===== src/rtl/icache_pkg.sv =====
// Shared types and helpers for the I-cache line fill engine.
package icache_pkg;

    localparam int DEF_WR_ADDR_WIDTH  = 10;
    localparam int DEF_WR_DATA_WIDTH  = 32;
    localparam int DEF_LINE_WORDS     = 8;
    localparam int DEF_MEM_ADDR_WIDTH = 32;
    localparam int LINE_OFS_W         = $clog2(DEF_LINE_WORDS);
    localparam int IDX_W              = DEF_WR_ADDR_WIDTH - LINE_OFS_W;

    typedef enum logic [1:0] {
        ST_CLEAR = 2'd0,
        ST_IDLE  = 2'd1,
        ST_REQ   = 2'd2,
        ST_DATA  = 2'd3
    } fill_state_e;

    // Clears the byte offset of a word-organised line of line_words words.
    function automatic logic [63:0] line_align(input logic [63:0] addr,
                                               input int unsigned line_words);
        logic [63:0] ofs_mask;
        ofs_mask = (64'(line_words) * 64'd4) - 64'd1;
        return addr & ~ofs_mask;
    endfunction

endpackage


===== src/rtl/icache_line_fill.sv =====
// Line fill engine in front of the I-cache RAM write port: fetches a line on a miss
// and sweeps the RAM to zero after reset or a flush.
module icache_line_fill
    import icache_pkg::*;
#(
    parameter int WR_ADDR_WIDTH  = DEF_WR_ADDR_WIDTH,
    parameter int WR_DATA_WIDTH  = DEF_WR_DATA_WIDTH,
    parameter int LINE_WORDS     = DEF_LINE_WORDS,
    parameter int MEM_ADDR_WIDTH = DEF_MEM_ADDR_WIDTH,
    parameter int CLEAR_ON_RESET = 1
) (
    input  logic                                          wr_clk,
    input  logic                                          tb_wr_rst,
    input  logic                                          flush_req,
    input  logic                                          miss_valid,
    output logic                                          miss_ready,
    input  logic [MEM_ADDR_WIDTH-1:0]                     miss_addr,
    output logic                                          mem_req_valid,
    input  logic                                          mem_req_ready,
    output logic [MEM_ADDR_WIDTH-1:0]                     mem_req_addr,
    output logic [7:0]                                    mem_req_len,
    input  logic                                          mem_rvalid,
    input  logic [WR_DATA_WIDTH-1:0]                      mem_rdata,
    input  logic                                          mem_rlast,
    input  logic                                          mem_rerr,
    output logic                                          ram_wr_en,
    output logic [WR_ADDR_WIDTH-1:0]                      ram_wr_addr,
    output logic [WR_DATA_WIDTH-1:0]                      ram_wr_data,
    output logic                                          fill_done,
    output logic                                          fill_err,
    output logic [WR_ADDR_WIDTH-$clog2(LINE_WORDS)-1:0]   fill_idx,
    output logic                                          busy
);

    localparam int OFS_W = $clog2(LINE_WORDS);
    localparam int IX_W  = WR_ADDR_WIDTH - OFS_W;
    localparam logic [OFS_W-1:0]       BEAT_LAST = OFS_W'(LINE_WORDS - 1);
    localparam logic [OFS_W-1:0]       BEAT_ONE  = OFS_W'(1);
    localparam logic [WR_ADDR_WIDTH:0] CLR_ONE   = (WR_ADDR_WIDTH + 1)'(1);
    localparam logic [7:0]             REQ_LEN   = 8'(LINE_WORDS - 1);
    localparam fill_state_e RST_STATE = (CLEAR_ON_RESET != 0) ? ST_CLEAR : ST_IDLE;

    fill_state_e                state_r, state_s;
    logic [WR_ADDR_WIDTH:0]     clr_cnt_r, clr_cnt_s;
    logic [OFS_W-1:0]           beat_cnt_r, beat_cnt_s;
    logic                       drain_r, drain_s;
    logic                       flush_pend_r, flush_pend_s;
    logic                       idle_r;
    logic                       busy_r;
    logic                       req_valid_r;
    logic [7:0]                 req_len_r;
    logic [MEM_ADDR_WIDTH-1:0]  req_addr_r, req_addr_s;
    logic [IX_W-1:0]            fill_idx_r, fill_idx_s;
    logic                       wr_en_r, wr_en_s;
    logic [WR_ADDR_WIDTH-1:0]   wr_addr_r, wr_addr_s;
    logic [WR_DATA_WIDTH-1:0]   wr_data_r, wr_data_s;
    logic                       done_r, done_s;
    logic                       err_r, err_s;
    logic                       miss_ready_s;
    logic                       beat_bad_s;

    // A flush in the same cycle wins over a presented miss, so ready drops at once.
    assign miss_ready_s = idle_r & ~flush_pend_r & ~flush_req;
    assign beat_bad_s   = mem_rerr | (mem_rlast != (beat_cnt_r == BEAT_LAST));

    // Next-state and next-output logic for the clear / fill sequencer.
    always_comb begin
        state_s      = state_r;
        clr_cnt_s    = clr_cnt_r;
        beat_cnt_s   = beat_cnt_r;
        drain_s      = drain_r;
        flush_pend_s = flush_pend_r;
        req_addr_s   = req_addr_r;
        fill_idx_s   = fill_idx_r;
        wr_en_s      = 1'b0;
        wr_addr_s    = wr_addr_r;
        wr_data_s    = wr_data_r;
        done_s       = 1'b0;
        err_s        = 1'b0;
        case (state_r)
            ST_CLEAR: begin
                flush_pend_s = 1'b0;
                if (clr_cnt_r[WR_ADDR_WIDTH]) begin
                    state_s = ST_IDLE;
                end else begin
                    wr_en_s   = 1'b1;
                    wr_addr_s = clr_cnt_r[WR_ADDR_WIDTH-1:0];
                    wr_data_s = {WR_DATA_WIDTH{1'b0}};
                    clr_cnt_s = clr_cnt_r + CLR_ONE;
                end
            end
            ST_IDLE: begin
                if (flush_req || flush_pend_r) begin
                    state_s      = ST_CLEAR;
                    clr_cnt_s    = {(WR_ADDR_WIDTH + 1){1'b0}};
                    flush_pend_s = 1'b0;
                end else if (miss_valid && miss_ready_s) begin
                    state_s    = ST_REQ;
                    req_addr_s = MEM_ADDR_WIDTH'(line_align(64'(miss_addr), LINE_WORDS));
                    fill_idx_s = miss_addr[OFS_W+2 +: IX_W];
                end else begin
                    state_s = ST_IDLE;
                end
            end
            ST_REQ: begin
                if (flush_req) begin
                    flush_pend_s = 1'b1;
                end else begin
                    flush_pend_s = flush_pend_r;
                end
                if (mem_req_ready) begin
                    state_s    = ST_DATA;
                    beat_cnt_s = {OFS_W{1'b0}};
                    drain_s    = 1'b0;
                end else begin
                    state_s = ST_REQ;
                end
            end
            ST_DATA: begin
                if (flush_req) begin
                    flush_pend_s = 1'b1;
                end else begin
                    flush_pend_s = flush_pend_r;
                end
                // The final write is on the outputs now; leave only after it retires.
                if (done_r) begin
                    state_s = ST_IDLE;
                end else if (!mem_rvalid) begin
                    state_s = ST_DATA;
                end else if (drain_r) begin
                    if (mem_rlast) begin
                        state_s = ST_IDLE;
                        drain_s = 1'b0;
                    end else begin
                        drain_s = 1'b1;
                    end
                end else if (beat_bad_s) begin
                    err_s = 1'b1;
                    if (mem_rlast) begin
                        state_s = ST_IDLE;
                    end else begin
                        drain_s = 1'b1;
                    end
                end else begin
                    wr_en_s    = 1'b1;
                    wr_addr_s  = {fill_idx_r, beat_cnt_r};
                    wr_data_s  = mem_rdata;
                    beat_cnt_s = beat_cnt_r + BEAT_ONE;
                    done_s     = mem_rlast;
                end
            end
            default: begin
                state_s = ST_IDLE;
            end
        endcase
    end

    // State and registered-output update.
    always_ff @(posedge wr_clk or posedge tb_wr_rst) begin
        if (tb_wr_rst) begin
            state_r      <= RST_STATE;
            clr_cnt_r    <= {(WR_ADDR_WIDTH + 1){1'b0}};
            beat_cnt_r   <= {OFS_W{1'b0}};
            drain_r      <= 1'b0;
            flush_pend_r <= 1'b0;
            idle_r       <= 1'b0;
            busy_r       <= 1'b0;
            req_valid_r  <= 1'b0;
            req_len_r    <= 8'd0;
            req_addr_r   <= {MEM_ADDR_WIDTH{1'b0}};
            fill_idx_r   <= {IX_W{1'b0}};
            wr_en_r      <= 1'b0;
            wr_addr_r    <= {WR_ADDR_WIDTH{1'b0}};
            wr_data_r    <= {WR_DATA_WIDTH{1'b0}};
            done_r       <= 1'b0;
            err_r        <= 1'b0;
        end else begin
            state_r      <= state_s;
            clr_cnt_r    <= clr_cnt_s;
            beat_cnt_r   <= beat_cnt_s;
            drain_r      <= drain_s;
            flush_pend_r <= flush_pend_s;
            idle_r       <= (state_s == ST_IDLE);
            busy_r       <= (state_s != ST_IDLE);
            req_valid_r  <= (state_s == ST_REQ);
            req_len_r    <= REQ_LEN;
            req_addr_r   <= req_addr_s;
            fill_idx_r   <= fill_idx_s;
            wr_en_r      <= wr_en_s;
            wr_addr_r    <= wr_addr_s;
            wr_data_r    <= wr_data_s;
            done_r       <= done_s;
            err_r        <= err_s;
        end
    end

    assign miss_ready    = miss_ready_s;
    assign mem_req_valid = req_valid_r;
    assign mem_req_addr  = req_addr_r;
    assign mem_req_len   = req_len_r;
    assign ram_wr_en     = wr_en_r;
    assign ram_wr_addr   = wr_addr_r;
    assign ram_wr_data   = wr_data_r;
    assign fill_done     = done_r;
    assign fill_err      = err_r;
    assign fill_idx      = fill_idx_r;
    assign busy          = busy_r;

endmodule

===== config.mk =====
export PLATFORM = sky130hd
export DESIGN_NAME = icache_line_fill
export DESIGN_NICKNAME = d
export VERILOG_FILES = /design/src/rtl/icache_pkg.sv /design/src/rtl/icache_line_fill.sv
export SDC_FILE = /design/constraint.sdc
export NUM_CORES = 1
export LEC_CHECK = 0
export CAP_MARGIN = 20
export CORE_ASPECT_RATIO = 0.75
export CORE_MARGIN = 2
export CORE_UTILIZATION = 40
export CTS_BUF_LIST = sky130_fd_sc_hd__clkbuf_8
export DETAILED_ROUTE_END_ITERATION = 12
export PLACE_DENSITY = 0.84
export SLEW_MARGIN = 40
export SYNTH_ARGS = -nofsm -noshare
export SYNTH_HDL_FRONTEND = slang
export SYNTH_SLANG_ARGS = --single-unit

===== constraint.sdc =====
create_clock -name wr_clk -period 3.7 [get_ports wr_clk]
set_input_delay 0.74 -clock wr_clk [delete_from_list [all_inputs] [get_ports wr_clk]]
set_output_delay 0.74 -clock wr_clk [all_outputs]
set_load 0.05 [all_outputs]

==> results summary <==
The max-slew violation total from the final report is 0. The count of TritonRoute iterations in the first routing pass came out at 4. The minimum setup slack in the final design is 0.5968 ns.

On the worst path, the slowest cell contributes a delay of around 0.8 ns. The initial antenna violation count is 0. Wires add up to roughly 10 mm. The clock tree from TritonCTS is done. The number of cells on the critical path is 4.

The clock latency on the worst-skew pair is 0.36 ns. The capturing element type of the critical path is an output port. The number of rows in the core area is 32. The slowest stage of the critical path belongs to the cell sky130_fd_sc_hd__clkdlybuf4s50_1.

The final hold violation count came to 0. The commonest register cell after synthesis is sky130_fd_sc_hd__dfrtp_1. The fraction of layout instances using a drive strength above 1 is between 10% and 20%. The total negative slack for setup checks came out at 0 ns. The post-detailed-route count of antenna-violating nets is 0. The number of cells on the worst hold path is 1. The initial core utilization came out at just over 40%. During synthesis, Yosys emitted a total of 0 warnings.

The average instance area after synthesis came out at 12.32 um2. TritonCTS created 9 clock buffers. The path with the worst hold slack has its endpoint at mem_req_addr[15]$_DFFE_PP0P_. The clock edge transition at the registers on the reported setup and hold paths is 0.09 ns. The area fraction of the dominant cell type after synthesis came out at between 50% and 60%. In the finished design, the share of the clock period the worst path needs comes to 83.87%. The capturing point of the worst reg2reg path is idle_r$_DFF_PP0_. The launch point of the worst hold path is mem_req_addr[15]$_DFFE_PP0P_. The power after layout is 4710 uW. Relative to the synthesized area, the layout overhead comes to 41.27%. The core region area came out at about 0.010 mm2. The normalized max-slew margin came out at 53.19%. The number of design rule violations left after detail routing is 0. For this run, the total global-route usage over all layers was measured as between 15 and 20%.

Ranked by total cell area, the synthesized netlist is headed by sky130_fd_sc_hd__dfrtp_1 56%, sky130_fd_sc_hd__mux2_2 7.7%, sky130_fd_sc_hd__a22o_1 7.3%. The net count of the finished layout is around 560. The number of buffer cells added on primary ports is ~150. The required time at the worst-slack endpoint is between 2 and 3 ns. The switching share of total power is ~46%. The largest net degree at the start of global routing is 95. Across the routed clock network, the largest skew measured is 0.008264 ns. The cell family contributing the most delay on the critical path is buffers and inverters.

For this design the ratio of total power to cell area is a little under 800 mW/mm2. The number of antenna diodes in the final layout is 0. The portion of total power attributed to sequential cells is 31.7%. The number of gates resized after CTS came out at 0. The post-DP HPWL is just over 7 mm. The cell type with the highest occurrence count on the critical path is sky130_fd_sc_hd__clkdlybuf4s50_1. The async set-reset flop share out of synthesis came out at between 90% and 100%. The critical path goes through clkdlybuf4s50_1 -> nor2_1 -> and2_1 -> clkdlybuf4s50_1. In this run the vertical extent of the chip is ~93 um. Setup repair after global routing left no endpoint under its margin.

The total I/O pin count is roughly 170. Counting instances in the post-synthesis netlist gives the leading cell types as 94 x sky130_fd_sc_hd__dfrtp_1, 35 x sky130_fd_sc_hd__a22o_1, 29 x sky130_fd_sc_hd__mux2_2. The buffers plus inverters on the worst setup path came out at 2. The biggest area contributor in the post-synthesis netlist is sky130_fd_sc_hd__dfrtp_1.

The final global-route overflow total came out at 0. The met3 demand-to-capacity share in global routing came out at 4.495%. The via count of the first global-routing pass is between 3000 and 4000. The static leakage power is between 0.002 and 0.003 uW. In this run the critical register-to-register path is launched from state_r[1]$_DFF_PP0_.

The area enclosed by the die boundary came out at 0.01138 mm2. The overall die width came out at ~120 um. The switching power summed over all nets is between 2000 and 2500 uW. The number of instances in the synthesized netlist came out at approximately 340. Before CTS, the worst setup slack after placement is 0.6089 ns. The distinct cell type count of the synthesized netlist is between 40 and 50. Yosys instantiated no cell more often than sky130_fd_sc_hd__dfrtp_1. The synthesized flop and latch total is 94. The fraction of power consumed by the clock network is around 16%.

The transition time at the pin with the least slew margin is roughly 0.70 ns. The sequential cell area fraction in the yosys report is 55.82%. VDD sags by at most between 0.4 and 0.5 mV.

The mapped cell area came out at 0.004214 mm2. The maximum fanout encountered on the critical timing path came out at 4. The worst register-to-register path has a depth of 6. The run finished with clean final reports.

Per report_power, the combinational group accounts for 52.4% of the total. For the worst setup path, the data arrival time is roughly 2.4 ns. The cts-stage hold buffer count came out at 0. The per-cell via count in the routed design came out at between 5 and 6. CTS built an H-tree with a depth of 3. The number of sinks on the clock net came out at between 90 and 100. The number of DRC markers in iteration 0 is between 200 and 250. Across all layers, the routed design uses 3227 vias. The number of enable-type register cells in the synthesized netlist is 0.

The global-route wire length before repair came out at approximately 16 mm. The root buffer cell chosen for the clock tree is sky130_fd_sc_hd__clkbuf_8. Cell internal power was estimated by the tool at between 2000 and 3000 uW.

The wire length per cell is between 15 and 20 um. Derived from the worst setup path, the maximum achievable clock frequency is between 0.3 and 0.4 GHz. The post-CTS setup-driven buffer insertion count is 0. The layer flagged by global routing as most heavily used is met2. Across the run, the number of max-cap violations was 0. The worst setup path category is primary input to output port.

The category of the worst setup path launch point is a primary input. The routability-driven placement congestion ratio came out at roughly 0.87. The met2 usage came out at 28.98%.

The clock period minus worst slack came out at ~3.1 ns. The fraction of met1 tracks used by global routing is between 20% and 30%. The worst register-to-register path has a setup slack of about 1.1 ns. The clock passes through at most 2 buffers.

Setup violations remaining at the end of the flow were counted as 0. The tightest min-delay check is of the flop to flop type.
final cells by class:
type / count / area [um2]
tap: 136 / 170.2
fill: 797 / 4337
inverter: 8 / 32.53
multi-input combinational: 210 / 1607
clock buffer: 10 / 137.6
sequential: 94 / 2352
timing repair buffer: 157 / 1569
clock inverter: 6 / 85.08
layout by cell type (no fill, tap or decap), types with 2 or more instances in the layout:
cell | netlist | final
sky130_fd_sc_hd__buf_4 | 21 | 5
sky130_fd_sc_hd__o211ai_1 | 4 | 4
sky130_fd_sc_hd__or3_1 | 2 | 2
sky130_fd_sc_hd__nor3_1 | 2 | 2
sky130_fd_sc_hd__nand2_1 | 18 | 18
sky130_fd_sc_hd__nand4_1 | 3 | 3
sky130_fd_sc_hd__o21ai_0 | 8 | 8
sky130_fd_sc_hd__nand2b_1 | 4 | 4
sky130_fd_sc_hd__bufinv_16 | 0 | 2
sky130_fd_sc_hd__nand4bb_1 | 2 | 2
sky130_fd_sc_hd__o41ai_1 | 3 | 3
sky130_fd_sc_hd__mux2_2 | 29 | 29
sky130_fd_sc_hd__a21oi_1 | 15 | 15
sky130_fd_sc_hd__inv_1 | 8 | 8
sky130_fd_sc_hd__clkdlybuf4s50_1 | 0 | 151
sky130_fd_sc_hd__xor2_1 | 2 | 2
sky130_fd_sc_hd__nand3_1 | 5 | 5
sky130_fd_sc_hd__mux2i_1 | 11 | 11
sky130_fd_sc_hd__and3_1 | 2 | 2
sky130_fd_sc_hd__dfrtp_1 | 94 | 94
sky130_fd_sc_hd__and2_1 | 2 | 2
sky130_fd_sc_hd__a22o_1 | 35 | 35
sky130_fd_sc_hd__conb_1 | 2 | 11
sky130_fd_sc_hd__clkbuf_8 | 0 | 10
sky130_fd_sc_hd__or2_2 | 2 | 2
sky130_fd_sc_hd__nor2_1 | 10 | 10
sky130_fd_sc_hd__or4_1 | 5 | 5
sky130_fd_sc_hd__ha_1 | 7 | 7
sky130_fd_sc_hd__a31oi_1 | 11 | 11
metal layers:
layer | wire (um) | part of all wire, % | vias to the layer above
met5 | 0 | 0 | -
met2 | 4900 | 49 | 135
met3 | 655 | 6.5 | 11
li1 | - | - | 1499
met1 | 4412 | 44 | 1582
met4 | 104 | 1.0 | 0
power groups by stage:
stage / combinational (uW) / clock [uW] / sequential [uW]
3_5_place_dp: 2470 / 0 / 1510
3_3_place_gp: 2430 / 0 / 1490
5_1_grt: 2590 / 823 / 1530
4_1_cts: 2480 / 778 / 1490
2_1_floorplan: 924 / 0 / 2300
6_report: 2470 / 752 / 1490
worst max path at each step:
stage / startpoint / to / slack, ns
2_1_floorplan: tb_wr_rst / beat_cnt_r[0]$_DFFE_PP0P_ / 0.51
3_3_place_gp: flush_req / miss_ready / 0.60
3_5_place_dp: flush_req / miss_ready / 0.61
4_1_cts: flush_req / miss_ready / 0.60
5_1_grt: flush_req / miss_ready / 0.48
6_report: flush_req / miss_ready / 0.60
cell families after synthesis:
group	share of synthesized area [%]
XOR/XNOR	0.4158
multiplexers	10.36
other	0.1782
buffers and inverters	6.858
AND/OR/NAND/NOR	7.809
AO/OA/AOI/OAI	16.48
flip-flops	55.82
adder cells (fa/ha/maj)	2.078
state kept, by name, summed over array words and instances (netlist names):
register / cells
busy: 1
drain_r: 1
ram_wr_data: 32
ram_wr_addr: 10
mem_req_valid: 1
fill_idx: 6
ram_wr_en: 1
idle_r: 1
clr_cnt_r: 11
state_r: 2
mem_req_len: 1
beat_cnt_r: 3
mem_req_addr: 21
fill_done: 1
flush_pend_r: 1
fill_err: 1
metrics by stage:
| step | hold WS (ns) | utilization, % | cell area (um2) | instances |
|---|---|---|---|---|
| floorplan | 0.4672 | - | 4248 | 351 |
| global placement | 0.4868 | 55.69 | 5731 | 605 |
| detailed placement | 0.4923 | 55.69 | 5731 | 605 |
| CTS | 0.5150 | 57.86 | 5953 | 621 |
| global route | 0.5226 | 57.86 | 5953 | 621 |
| finish | 0.5098 | 57.86 | 5953 | 621 |
(Power assumes the default switching activity.)
